--- src/rtl/seq_mult_param_pkg.sv ---
// mult_pkg: shared definitions for the parametrised shift-add multiplier.
//   - state_e       : controller states (IDLE, RUN)
//   - clog2()       : ceiling log2 for sizing the iteration counter
//   - DEFAULT_WIDTH : operand width used when no override is given
package mult_pkg;

  localparam int DEFAULT_WIDTH = 8;

  typedef enum logic [0:0] {
    IDLE = 1'b0,
    RUN  = 1'b1
  } state_e;

  // Number of bits needed to hold values 0 .. value-1 (minimum 0).
  function automatic int clog2(input int value);
    int r;
    int v;
    r = 0;
    v = value - 1;
    while (v > 0) begin
      r = r + 1;
      v = v >>> 1;
    end
    return r;
  endfunction

endpackage

--- src/rtl/seq_mult_param_if.sv ---
// seq_mult_param_if: operand/result handshake bundle for seq_mult_param.
//   start, abort, md, mr : requester -> multiplier
//   busy, done, product, sign : multiplier -> requester/display
// Modports: master (operand source), slave (multiplier).
interface seq_mult_param_if
  import mult_pkg::*;
#(
  parameter int WIDTH = DEFAULT_WIDTH
);

  logic                   start;
  logic                   abort;
  logic [WIDTH-1:0]       md;
  logic [WIDTH-1:0]       mr;
  logic                   busy;
  logic                   done;
  logic [2*WIDTH-1:0]     product;
  logic                   sign;

  modport master (
    output start, abort, md, mr,
    input  busy, done, product, sign
  );

  modport slave (
    input  start, abort, md, mr,
    output busy, done, product, sign
  );

endinterface

--- src/rtl/seq_mult_param_twos_mag.sv ---
// twos_mag: combinational magnitude/sign split of a WIDTH-bit operand.
//   x_i   : operand
//   mag_o : |x_i| as an unsigned WIDTH-bit value (most-negative maps to 2^(WIDTH-1))
//   neg_o : operand sign (always 0 when SIGNED=0)
module twos_mag #(
  parameter int WIDTH  = 8,
  parameter int SIGNED = 1
) (
  input  logic [WIDTH-1:0] x_i,
  output logic [WIDTH-1:0] mag_o,
  output logic             neg_o
);

  assign neg_o = (SIGNED != 0) ? x_i[WIDTH-1] : 1'b0;
  // Two's-complement negate; the most-negative value negates to itself,
  // which read as unsigned is exactly its magnitude.
  assign mag_o = neg_o ? ((~x_i) + WIDTH'(1)) : x_i;

endmodule

--- src/rtl/seq_mult_param.sv ---
// seq_mult_param: parametrised shift-add sequential multiplier.
//   clk  : system clock, rising edge
//   rst  : asynchronous active-high reset
//   bus  : seq_mult_param_if.slave
//          start/md/mr sampled in IDLE, abort cancels a running operation,
//          busy high in RUN, done one-cycle pulse with product/sign updated.
// Operands are multiplied as magnitudes; the sign is reapplied to the result
// on the terminating edge. With EARLY_TERM the loop stops once no multiplier
// bits remain, so latency tracks the position of the highest set bit of |mr|.
module seq_mult_param
  import mult_pkg::*;
#(
  parameter int WIDTH      = DEFAULT_WIDTH,
  parameter int SIGNED     = 1,
  parameter int EARLY_TERM = 1
) (
  input  logic              clk,
  input  logic              rst,
  seq_mult_param_if.slave   bus
);

  localparam int PW = 2 * WIDTH;
  localparam int CW = clog2(WIDTH + 1);

  state_e          state_q, state_d;
  logic [PW-1:0]   acc_q, acc_d;
  logic [PW-1:0]   mcand_q, mcand_d;
  logic [WIDTH-1:0] mplr_q, mplr_d;
  logic [CW-1:0]   cnt_q, cnt_d;
  logic            neg_q, neg_d;
  logic [PW-1:0]   product_q, product_d;
  logic            sign_q, sign_d;
  logic            done_q, done_d;

  logic [WIDTH-1:0] md_mag, mr_mag;
  logic             md_neg, mr_neg;
  logic             term;

  twos_mag #(.WIDTH(WIDTH), .SIGNED(SIGNED)) u_md_mag (
    .x_i   (bus.md),
    .mag_o (md_mag),
    .neg_o (md_neg)
  );

  twos_mag #(.WIDTH(WIDTH), .SIGNED(SIGNED)) u_mr_mag (
    .x_i   (bus.mr),
    .mag_o (mr_mag),
    .neg_o (mr_neg)
  );

  assign term = ((EARLY_TERM != 0) && (mplr_q == '0)) || (cnt_q == CW'(WIDTH));

  always_comb begin
    state_d   = state_q;
    acc_d     = acc_q;
    mcand_d   = mcand_q;
    mplr_d    = mplr_q;
    cnt_d     = cnt_q;
    neg_d     = neg_q;
    product_d = product_q;
    sign_d    = sign_q;
    done_d    = 1'b0;

    case (state_q)
      IDLE: begin
        if (bus.start) begin
          mcand_d = {{WIDTH{1'b0}}, md_mag};
          mplr_d  = mr_mag;
          neg_d   = md_neg ^ mr_neg;
          acc_d   = '0;
          cnt_d   = '0;
          state_d = RUN;
        end
      end
      RUN: begin
        if (bus.abort) begin
          state_d = IDLE;
        end else if (term) begin
          product_d = neg_q ? ({PW{1'b0}} - acc_q) : acc_q;
          sign_d    = neg_q && (acc_q != '0);
          done_d    = 1'b1;
          state_d   = IDLE;
        end else begin
          if (mplr_q[0]) begin
            acc_d = acc_q + mcand_q;
          end
          mcand_d = mcand_q << 1;
          mplr_d  = mplr_q >> 1;
          cnt_d   = cnt_q + CW'(1);
        end
      end
      default: state_d = IDLE;
    endcase
  end

  always_ff @(posedge clk or posedge rst) begin
    if (rst) begin
      state_q   <= IDLE;
      acc_q     <= '0;
      mcand_q   <= '0;
      mplr_q    <= '0;
      cnt_q     <= '0;
      neg_q     <= 1'b0;
      product_q <= '0;
      sign_q    <= 1'b0;
      done_q    <= 1'b0;
    end else begin
      state_q   <= state_d;
      acc_q     <= acc_d;
      mcand_q   <= mcand_d;
      mplr_q    <= mplr_d;
      cnt_q     <= cnt_d;
      neg_q     <= neg_d;
      product_q <= product_d;
      sign_q    <= sign_d;
      done_q    <= done_d;
    end
  end

  assign bus.busy    = (state_q == RUN);
  assign bus.done    = done_q;
  assign bus.product = product_q;
  assign bus.sign    = sign_q;

endmodule

--- src/flat_wrapper.sv ---
// flat-port wrapper written by rule: the top's interface ports become plain ports
module seq_mult_param_flat import mult_pkg::*;
#(
  parameter int WIDTH      = DEFAULT_WIDTH,
  parameter int SIGNED     = 1,
  parameter int EARLY_TERM = 1
)
  (clk, rst, bus_start, bus_abort, bus_md, bus_mr, bus_busy, bus_done, bus_product, bus_sign);
  seq_mult_param_if #(.WIDTH(WIDTH)) bus_i ();
  input  logic clk;
  input  logic rst;
  input wire logic [$bits(bus_i.start)-1:0] bus_start;
  input wire logic [$bits(bus_i.abort)-1:0] bus_abort;
  input wire logic [$bits(bus_i.md)-1:0] bus_md;
  input wire logic [$bits(bus_i.mr)-1:0] bus_mr;
  output wire logic [$bits(bus_i.busy)-1:0] bus_busy;
  output wire logic [$bits(bus_i.done)-1:0] bus_done;
  output wire logic [$bits(bus_i.product)-1:0] bus_product;
  output wire logic [$bits(bus_i.sign)-1:0] bus_sign;
  assign bus_i.start = bus_start;
  assign bus_i.abort = bus_abort;
  assign bus_i.md = bus_md;
  assign bus_i.mr = bus_mr;
  assign bus_busy = bus_i.busy;
  assign bus_done = bus_i.done;
  assign bus_product = bus_i.product;
  assign bus_sign = bus_i.sign;
  seq_mult_param #(.WIDTH(WIDTH), .SIGNED(SIGNED), .EARLY_TERM(EARLY_TERM)) u_core (.clk(clk), .rst(rst), .bus(bus_i));
endmodule
--- config.mk ---
export PLATFORM = sky130hd
export DESIGN_NAME = seq_mult_param_flat
export DESIGN_NICKNAME = d
export VERILOG_FILES = /design/src/rtl/seq_mult_param_pkg.sv /design/src/rtl/seq_mult_param_if.sv /design/src/rtl/seq_mult_param_twos_mag.sv /design/src/rtl/seq_mult_param.sv /design/src/flat_wrapper.sv
export SDC_FILE = /design/constraint.sdc
export NUM_CORES = 1
export LEC_CHECK = 0
export BUFFER_PORTS_ARGS = -buffer_cell sky130_fd_sc_hd__clkbuf_2
export CAP_MARGIN = 15
export CORE_ASPECT_RATIO = 1.25
export CORE_MARGIN = 2
export CORE_UTILIZATION = 50
export DETAILED_ROUTE_END_ITERATION = 8
export PLACE_DENSITY = 0.66
export SETUP_SLACK_MARGIN = 0.2
export SKIP_CTS_REPAIR_TIMING = 1
export SLEW_MARGIN = 5
export SYNTH_ARGS = -nofsm -noshare
export SYNTH_HDL_FRONTEND = slang
export SYNTH_SLANG_ARGS = --single-unit
--- constraint.sdc ---
create_clock -name clk -period 5.3 [get_ports clk]
set_clock_uncertainty 0.2 [all_clocks]
set_input_delay 0.795 -clock clk [delete_from_list [all_inputs] [get_ports clk]]
set_output_delay 0.795 -clock clk [all_outputs]
set_load 0.005 [all_outputs]
After elaboration in Yosys (flattened, before gate mapping)
Index checks and enable logic that the tools add are counted.

Add/sub/neg operators: 5. Equality and inequality tests: 5. Mux-type cells: 27. Bitwise operators: 5. Reduce and logical (&&, ||, !) cells: 8.

Operators by type and width (count): $mux W16 (8); $pmux W16 S2 (2); $mux W8 (5); $add A16 B16 Y16 (1); $add A8 B1 Y8 const B (2); $not A8 Y8 (2); $pmux W8 S2 (1); $reduce_bool A16 Y1 (1); $sub A1 B16 Y16 const A (1); $mux W4 (3); $logic_not A8 Y1 (1); $ne A2 B2 Y1 const B (4); $pmux W4 S2 (1); $mux W1 (6); $reduce_and A3 Y1 (2); $add A4 B1 Y4 const B (1); $eq A4 B4 Y1 const B (1); $reduce_and A4 Y1 (1); $not A1 Y1 (2); $pmux W1 S2 (1); $reduce_and A2 Y1 (1); $logic_and A1 B1 Y1 (1); $logic_or A1 B1 Y1 (1); $xor A1 B1 Y1 (1).

Register bits after elaboration: 64. Input bits: 20. Output and inout bits: 19. Logic and storage cells: 59.

Logic depth before layout (Yosys ltp)
Gate-level depths: netlist of run 1.

Word-level depth: 5. Depth in mapped cells: 10. Mapped depth without buffers: 9.

By module
A second synthesis of run 1 with hierarchy kept.

Cells, all modules: 437. Area total of the unflattened synthesis: 3990.1 um^2.

Modules (own cells, without submodules): seq_mult_param (times used 1, cells an instance 393, area an instance 3682.3 um^2); twos_mag (times used 2, cells an instance 22, area an instance 153.9 um^2).

Worst setup path before layout of run 1
OpenSTA, ideal clock, no wires.

Path type: input port to flip-flop. Start point: input port bus_md[0]. End point: register u_core.mcand_q[6]. Arrival time: 2.070 ns. Data required time: 4.965 ns. Slack: 2.895 ns. Cell stages on the path: 8. Path buffers: 0. Cell sequence: inv_1 > ha_1 > or3b_2 > o31ai_1 > xor2_1 > nor2_1 > a21oi_1 > o21ai_0.

Word-level cells in the longest chain between the ends: 5.

RTL lines: start, declared (RTL line flat_wrapper.sv:14) `input wire logic [$bits(bus_i.md)-1:0] bus_md;`; $not A8 Y8 (RTL line seq_mult_param_twos_mag.sv:17) `assign mag_o = neg_o ? ((~x_i) + WIDTH'(1)) : x_i;`; $add A8 B1 Y8 (RTL line seq_mult_param_twos_mag.sv:17); $mux W8 (RTL line seq_mult_param_twos_mag.sv:17); $mux W16 (RTL line seq_mult_param.sv:66) `if (bus.start) begin`; $pmux W16 S2 (RTL line seq_mult_param.sv:64) `case (state_q)`; end signal, assigned (RTL line seq_mult_param.sv:110) `mcand_q <= mcand_d;`; end, declared (RTL line seq_mult_param.sv:27) `logic [PW-1:0] mcand_q, mcand_d;`.

Every way passes these cells. The select of a mux whose other input is x is not followed. A chain may end at the register's enable or synchronous reset.

Final worst setup path of run 1
Start point: register u_core.state_q (netlist: u_core.bus.busy). End point: register u_core.acc_q[13].

Word-level cells in the longest chain between the ends: 3.

RTL lines: start, declared (RTL line seq_mult_param.sv:25) `state_e state_q, state_d;`; start signal, assigned (RTL line seq_mult_param.sv:108) `state_q <= state_d;`; $not A1 Y1 (no source line); $ne A2 B2 Y1 (no source line); $reduce_and A4 Y1 (no source line); end signal, assigned (RTL line seq_mult_param.sv:99) `acc_q <= '0;`; end signal, assigned (RTL line seq_mult_param.sv:109) `acc_q <= acc_d;`; end, declared (RTL line seq_mult_param.sv:26) `logic [PW-1:0] acc_q, acc_d;`.

Several ways; a longest one is shown, not always the timed one.

==> metrics, run 1 <==
outcome=finished, final reports clean; crit-path max cell delay=0.74 ns; Max Cap Violations=0; setup TNS=0 ns; post-layout util=0.5775; Setup CP Type=reg2reg; CP Buf/Inv Count=1; DP HPWL=5.868 mm; row count=35; synth unique cells=48; Fmax achieved=0.3702 GHz; IO Pins=39; Arr. time, crit path=2.77 ns; startpoint types=flip-flop; Async SR Flop Fraction=1.000; Post-Synth XOR/XNOR Area=0.08182; Die Span Y=102.2 um; RD Place Congestion=0.8788; largest family of logic cells by synthesized area=simple AND/OR/NAND/NOR gates; share of layout cells above drive strength 1=0.1477; Skew-Pair Late Insertion Delay=0.33 ns; Hold Worst Slack=0.3098 ns; Worst-Margin Slew=1.032 ns; wirelength, routed=7.865 mm; Yosys Warn Count=0; post-synthesis area per instance=8.798 um^2; DP Worst Slack=2.405 ns; mux cell area share after synthesis=0.03117; non-filler cells, final=566; Top delay family on crit path=simple AND/OR/NAND/NOR gates; Max VDD drop=0.2764 mV; clk sinks=64; area share of fa/ha/maj cells after synthesis=0.07013; initial core utilization=0.5176; min cycle time layout=2.701 ns; Syn Nets=479; First DRT Iteration DRCs=114; internal power=0.001298 W; diodes inserted=0; total track usage=0.2072; Hold WC Path Type=reg2reg; Area growth, synth to finish=11.56%; post-route ant nets=0; register area=0.001602 mm^2; footprint of the multi-input gates=0.002116 mm^2; Root Driver=clkbuf_8; DIE WIDTH=82.53 um; initial antenna violation count=0; Critical Path RT=5.37 ns; Clk pwr share=0.188; most frequent CP cell=nand3_1; number of synthesized flops with an enable pin=0; hold violation count in the final report=0; Fill cells=703; P_leak=2.069 nW; Critical Path Slowest Stage Cell=or4_1; simple-gate area share of the yosys netlist=0.1968; Flop pwr share=0.380; Seq/Total Area, Yosys=0.4156; final worst-path setup slack=2.599 ns; GRT Residual Overflow=0; RSZ-0062 raised after global routing=no; clk slew on worst S/H paths=0.07 ns; sw frac=0.3962; ordered cell list for the critical path=buf_4 > nor2b_1 > nand3_1 > or4_1 > nand3_1; Inst Count DP=551; die footprint=0.008430 mm^2; Slew HR=0.3120; core area=0.007445 mm^2; cell count after synthesis=438; compound-cell area share of the yosys netlist=0.1685; Clock Path Buffers=2; Setup Viol. Count Final=0; period utilisation layout=0.5097; power per cell area=499.9 mW/mm^2; CTS Buf Count=9; peak fanout along the critical path=30; NetSw=0.0008516 W; final net count=511; Mapped Area=0.003854 mm^2; Clock H-tree levels=3; Yosys reg bits=64; drt pass-1 iters=4; pin count of the biggest net entering global routing=65; first-pass GRT wire length=13.50 mm; vias in the first global route=3046; pins over their slew limit=0; Via density=5.567; Comb power frac=0.433; crit end category=flip-flop; predominant post-synthesis flop cell=dfrtp_1; drc violations=0; CTS tree=yes; IO buf count=38; wire length per cell=13.90 um; routed via count=3151
==> synth_stat cells, drive strengths merged (2+ instances only) <==
cell     n  area, um^2
a21boi   5       41.29
a21o     2       15.01
a21oi   38       190.2
and2     2       12.51
and3     6       37.54
buf      2       7.510
clkbuf  19       71.32
dfrtp   64        1602
ha      20       250.2
inv     16       60.05
mux2     5       60.05
mux2i    6       60.06
nand2   59       221.5
nand2b   4       25.02
nand3   28       140.1
nand4    3       18.77
nor2    29       108.9
nor2b    7       43.79
nor3     2       10.01
nor4     4       25.02
o211ai   4       30.03
o21ai   41       205.2
o31ai   13       102.6
o41ai    2       17.52
or3      6       47.54
or4      3       26.27
xnor2   12       105.1
xor2    24       210.2
==> worst paths after layout <==
kind	to	slack, ns	cells past startpoint	start
setup / recovery	u_core.acc_q[13]	2.60	5	u_core.bus.busy
hold / removal	u_core.mcand_q[10]	0.31	2	u_core.mcand_q[9]
setup reg to reg	u_core.acc_q[13]	2.60	5	u_core.bus.busy
hold reg to reg	u_core.mcand_q[10]	0.31	2	u_core.mcand_q[9]
max in group asynchronous	u_core.mcand_q[9]	3.88	3	rst
min in group asynchronous	u_core.bus.product[1]	0.47	3	rst
==> placed cells by master (no fill, tap or decap), types with 2 or more instances in the layout <==
cell type / n
clkbuf_8: 10
inv_2: 2
a21boi_0: 3
nand3_1: 28
and2_1: 2
o41ai_1: 2
buf_4: 4
nand4_1: 3
nand2b_1: 4
or3_1: 4
or3_4: 2
a21o_1: 2
or4_1: 2
nor4_1: 4
clkbuf_2: 38
o21ai_0: 37
inv_1: 14
nand2_1: 59
dfrtp_1: 64
nor3_1: 2
xnor2_1: 12
mux2i_1: 6
ha_1: 20
a21oi_1: 38
o211ai_1: 4
mux2_2: 4
xor2_1: 24
nor2b_1: 6
and3_1: 6
o31ai_1: 12
o21ai_1: 4
clkinv_2: 3
nor2_1: 29
==> layout make-up <==
class	count	share of cell area
clock buffer	11	0.03289
clock inverter	4	0.01048
inverter	16	0.01397
multi-input combinational	337	0.4921
sequential	64	0.3725
tap	92	0.02678
timing repair buffer	42	0.05122
==> tightest hold or removal path, stage by stage (launching register included) <==
cell     delay, ns
dfrtp_1       0.37
nand2_1       0.06
nand2_1       0.05
==> logic make-up (layout without fill, tap and decap cells) <==
family | count (synthesis) | in the layout
adders and majority gates | 21 | 21
muxes | 11 | 11
buffers and inverters | 37 | 73
and+or+nand+nor | 158 | 158
xor gates and xnor gates | 36 | 36
AOI/OAI and AO/OA | 111 | 111
DFF | 64 | 64
==> sequential cells by signal, indices dropped and copies added, names as in the netlist <==
register	flops
u_core.acc_q	16
u_core.bus.product	16
u_core.mcand_q	16
u_core.mplr_q	8
u_core.cnt_q	4
u_core.bus.busy	1
u_core.bus.done	1
u_core.bus.sign	1
u_core.neg_q	1
==> power by group through the flow <==
stage               Clock (W)  Sequential, W  Combinational, W
CTS                  0.000416       0.000818          0.000937
global placement            0       0.000819          0.000912
floorplan                   0       0.000777          0.000730
finish               0.000403       0.000816          0.000930
global route         0.000436       0.000849           0.00107
detailed placement          0       0.000828          0.000933
==> per-stage QoR <==
step / power, W / cell area (um^2)
2_1_floorplan: 0.001507 / 3854
3_3_place_gp: 0.001731 / 4113
3_5_place_dp: 0.001760 / 4113
4_1_cts: 0.002172 / 4299
5_1_grt: 0.002356 / 4299
6_report: 0.002149 / 4299
==> metal layers <==
metal / GRT usage / vias to the layer above / share of wire / wire length (um)
li1: - / 1602 / - / -
met3: 0.04417 / 12 / 0.036 / 282
met1: 0.2468 / 1476 / 0.44 / 3461
met5: 0 / - / 0 / 0
met4: 0.07314 / 0 / 0.017 / 135
met2: 0.3648 / 61 / 0.51 / 3985
(Power assumes the default switching activity.)
==> run 2, diff against run 1 <==
clock period = 2.5 ns   (was 5.3 ns; I/O delays follow)
==> metrics, run 2 (synthesis gave the netlist of run 1 again) <==
outcome=finished, final reports clean; post-route ant nets=0 (unchanged); final worst-path setup slack=0.1119 ns (-2.487 ns); Slew HR=0.7024 (+0.3904); commonest cells after routing, fill and taps aside=dfrtp_1, nand2_1, clkbuf_2; non-filler cells, final=604 (+6.7%); diodes inserted=0 (unchanged); die footprint=0.008430 mm^2 (unchanged); DP HPWL=6.271 mm (+6.9%); RD Place Congestion=0.9272 (+5.5%); placed inst area=0.004320 mm^2 (+5.1%); Root Driver=clkbuf_8; GRT Residual Overflow=0 (unchanged); ordered cell list for the critical path=or4_4 > or3_4 > or3_4 > a21boi_2 > xnor2_1 > mux2_4; initial core utilization=0.5176 (unchanged); startpoint types=flip-flop; RSZ-0062 raised after global routing=yes; DIE WIDTH=82.53 um (unchanged); CTS tree=yes; Area growth, synth to finish=22.99%; Arr. time, crit path=2.41 ns (-0.36 ns); IO buf count=38 (unchanged); min cycle time layout=2.388 ns (-0.3131 ns); Inst Count DP=577 (+4.7%); first-pass GRT wire length=14.19 mm (+5.1%); Top delay family on crit path=simple AND/OR/NAND/NOR gates; Clock H-tree levels=3 (unchanged); hold violation count in the final report=0 (unchanged); Worst-Margin Slew=0.4424 ns (-0.5897 ns); clk sinks=64 (unchanged); Hold WC Path Type=in2reg; First DRT Iteration DRCs=124 (+8.8%); Max VDD drop=0.5653 mV (+100%); Fill cells=619 (-12%); initial antenna violation count=0 (unchanged); Via density=5.480 (-1.6%); Final Total Pwr=0.005032 W (+130%); core area=0.007445 mm^2 (unchanged); drc violations=0 (unchanged); Critical Path Slowest Stage Cell=or4_4; P_leak=2.246 nW (+8.5%); commonest non-fill, non-tap cell in the layout=dfrtp_1; Die Span Y=102.2 um (unchanged); period utilisation layout=0.9552 (+0.4456); pin count of the biggest net entering global routing=65 (unchanged); wire length per cell=14.16 um (+1.9%); Critical Path RT=2.52 ns (-2.85 ns); drt pass-1 iters=4 (unchanged); final net count=548 (+7.2%); Max Cap Violations=0 (unchanged); power per cell area=1062 mW/mm^2 (+110%); CP Buf/Inv Count=0 (-1); pins over their slew limit=0 (unchanged); Fmax achieved=0.4187 GHz (+13%); row count=35 (unchanged); wirelength, routed=8.551 mm (+8.7%); crit end category=flip-flop; vias in the first global route=3128 (+2.7%); routed via count=3310 (+5.0%); Setup CP Type=reg2reg; peak fanout along the critical path=4 (-87%); clk slew on worst S/H paths=0.07 ns (about the same); Skew-Pair Late Insertion Delay=0.33 ns (about the same); most frequent CP cell=or3_4; IO Pins=39 (unchanged); Clock Path Buffers=2 (unchanged); Setup Viol. Count Final=0 (unchanged); Final Cell Area=0.004740 mm^2 (+10%); DP Worst Slack=-0.009347 ns (-2.415 ns); crit-path max cell delay=0.55 ns (-0.19 ns); share of layout cells above drive strength 1=0.2578 (+0.1101); total track usage=0.2167 (+0.009486); CTS Buf Count=9 (unchanged)
[run 2: changes by cell type in the layout (fill, tap and decap cells not counted), sizes merged]
cell / previous run / this run
clkbuf: 49 / 50
dlygate4sd3: 0 / 1
bufinv: 1 / 0
buf: 4 / 40
clkinv: 3 / 4
[run 2: stage by stage]
step                hold slack [ns]   TNS (ns)  utilization
floorplan                    0.2670          0            -
global placement             0.2499          0       0.5803
detailed placement           0.2538  -0.009347       0.5803
CTS                         -0.1046   -0.02475       0.6025
global route                 0.1749          0       0.6366
finish                       0.1539          0       0.6366
[run 2: final timing paths]
path                                        from                endpoint  slack [ns]  depth (start not counted)
setup / recovery                 u_core.acc_q[9]  u_core.bus.product[13]        0.11                          6
setup reg to reg                 u_core.acc_q[9]  u_core.bus.product[13]        0.11                          6
max in group asynchronous                    rst       u_core.mcand_q[4]        1.38                          4
hold / removal                         bus_md[0]       u_core.mcand_q[0]        0.15                          3
min in group asynchronous                    rst   u_core.bus.product[1]        0.44                          4
hold reg to reg            u_core.bus.product[9]   u_core.bus.product[9]        0.31                          1
[run 2: area by class of cell]
| cell class | count | area [um^2] | share of cell area |
|---|---|---|---|
| multi-input combinational | 337 | 2276 | 0.4802 |
| sequential | 64 | 1603 | 0.3382 |
| timing repair buffer | 79 | 520.5 | 0.1098 |
| clock buffer | 12 | 145.1 | 0.03062 |
| tap | 92 | 115.1 | 0.02429 |
| inverter | 16 | 60.06 | 0.01267 |
| clock inverter | 4 | 20.02 | 0.004224 |
[run 2: per-layer routing]
metal,vias up,share of wire,track usage
met2,53,0.52,0.3902
met3,13,0.029,0.03445
met1,1569,0.43,0.2598
met5,-,0,0
met4,0,0.019,0.07188
li1,1675,-,-
[run 2: report_power, final]
part,leakage [nW],switching [W],internal [W]
combinational,1.31,0.00135,0.00127
clock,0.0899,0.000378,0.000381
sequential,0.842,0.000270,0.00138
[run 2: worst min-delay path, stage by stage]
cell      delay, ns
clkbuf_2       0.09
inv_1          0.09
o21ai_0        0.09
==> run 3, diff against run 2 <==
CTS_BUF_LIST = sky130_fd_sc_hd__clkbuf_4   (was default)
==> metrics, run 3 (synthesis gave the netlist of run 1 again) <==
reg2reg end=u_core.bus.product[13]; commonest cells after routing, fill and taps aside=dfrtp_1, nand2_1, clkbuf_2; pin count of the biggest net entering global routing=65 (unchanged); Reg2Reg Depth=6 (unchanged); pins over their slew limit=0 (unchanged); clk sinks=64 (unchanged); final worst-path setup slack=0.1034 ns (-0.008495 ns); routed via count=3302 (-0.24%); DP HPWL=6.271 mm (unchanged); Worst-Margin Slew=0.4956 ns (+0.05324 ns); Hold WC Path Type=in2reg; period utilisation layout=0.9586 (+0.003398); Die Span Y=102.2 um (unchanged); power per cell area=1037 mW/mm^2 (-2.4%); drt pass-1 iters=4 (unchanged); Final Total Pwr=0.004835 W (-3.9%); Setup Viol. Count Final=0 (unchanged); row count=35 (unchanged); initial core utilization=0.5176 (unchanged); outcome=finished, final reports clean; Via density=5.485 (about the same); setup TNS=0 ns (unchanged); drc violations=0 (unchanged); GRT Residual Overflow=0 (unchanged); CTS Buf Count=9 (unchanged); crit end category=flip-flop; clk slew on worst S/H paths=0.11 ns (+0.04 ns); startpoint types=flip-flop; Root Driver=clkbuf_4; peak fanout along the critical path=4 (unchanged); Max Cap Violations=0 (unchanged); wirelength, routed=8.600 mm (+0.57%); RD Place Congestion=0.9272 (unchanged); Slew HR=0.6661 (-0.03626); total track usage=0.2178 (+0.001098); Clock H-tree levels=3 (unchanged); reg-to-reg setup timing slack=0.10 ns (about the same); Max VDD drop=0.5601 mV (-0.91%); Clock Path Buffers=2 (unchanged); wire length per cell=14.29 um (+0.91%); IO buf count=38 (unchanged); Area growth, synth to finish=21.04%; hold violation count in the final report=0 (unchanged); Setup CP Type=reg2reg; final net count=546 (-0.36%); non-filler cells, final=602 (-0.33%); Final Cell Area=0.004664 mm^2 (-1.6%); First DRT Iteration DRCs=118 (-4.8%); commonest non-fill, non-tap cell in the layout=dfrtp_1; CTS tree=yes; Inst Count DP=577 (unchanged); DIE WIDTH=82.53 um (unchanged); die footprint=0.008430 mm^2 (unchanged); RSZ-0062 raised after global routing=yes; IO Pins=39 (unchanged); worst setup path endpoint=u_core.bus.product[13]; Fill cells=634 (+2.4%); share of layout cells above drive strength 1=0.2569 (-0.0009498); placed inst area=0.004320 mm^2 (unchanged); Arr. time, crit path=2.49 ns (+0.08 ns); Critical Path RT=2.60 ns (+0.08 ns); Skew-Pair Late Insertion Delay=0.40 ns (+0.07 ns); reg2reg start=u_core.acc_q[9]; first-pass GRT wire length=14.15 mm (-0.25%); post-route ant nets=0 (unchanged); DP Worst Slack=-0.009347 ns (unchanged); vias in the first global route=3121 (-0.22%); initial antenna violation count=0 (unchanged); Setup crit start=u_core.acc_q[9]; core area=0.007445 mm^2 (unchanged); min cycle time layout=2.397 ns (+0.008495 ns); P_leak=2.219 nW (-1.2%); Fmax achieved=0.4173 GHz (-0.35%); diodes inserted=0 (unchanged)
==> run 3: cell types whose count changed in the layout (fill, tap and decap cells not counted), moves of 2 or more <==
| cell | delta |
|---|---|
| buf_4 | -3 |
| clkbuf_1 | -2 |
| clkbuf_4 | +11 |
| clkbuf_8 | -10 |
==> run 3: critical path: stages, from the launching register on <==
cell	delay, ns
dfrtp_1	0.40
or4_4	0.55
or3_4	0.36
or3_4	0.34
a21boi_2	0.14
xnor2_1	0.07
mux2_4	0.25
==> run 3: per-stage QoR <==
step,hold WS (ns),utilization
final,0.07506,0.6266
after CTS,-0.1960,0.5946
after floorplan,0.2670,-
after global routing,0.08900,0.6266
after detailed placement,0.2538,0.5803
after global placement,0.2499,0.5803
==> run 3: layout make-up <==
type	count	area [um^2]	area share
Sequential cell	64	1603	0.3436
Timing Repair Buffer	77	509.2	0.1092
Tap cell	92	115.1	0.02468
Multi-Input combinational cell	337	2271	0.4869
Inverter	16	60.06	0.01288
Clock inverter	5	23.77	0.005097
Clock buffer	11	82.58	0.01770
==> run 3: per-layer routing <==
layer,global-route usage,routed length [um],vias up
met1,0.2575,3696,1551
li1,-,-,1680
met5,0,0,-
met3,0.05035,294,13
met2,0.3890,4458,58
met4,0.06431,151,0
==> run 3: report_power, final <==
| part | internal [W] | switching (W) |
|---|---|---|
| Sequential | 0.00138 | 0.000267 |
| Clock | 0.000217 | 0.000361 |
| Combinational | 0.00126 | 0.00135 |
==> run 3: how the worst min path moves through the flow <==
stage / cells after the start / from / slack, ns / end
after floorplan: 2 / u_core.mcand_q[9] / 0.27 / u_core.mcand_q[10]
after global placement: 3 / rst / 0.25 / u_core.bus.product[2]
after detailed placement: 3 / rst / 0.25 / u_core.bus.product[2]
after CTS: 3 / rst / -0.20 / u_core.bus.product[2]
after global routing: 3 / bus_md[0] / 0.09 / u_core.mcand_q[0]
final: 3 / bus_md[0] / 0.08 / u_core.mcand_q[0]
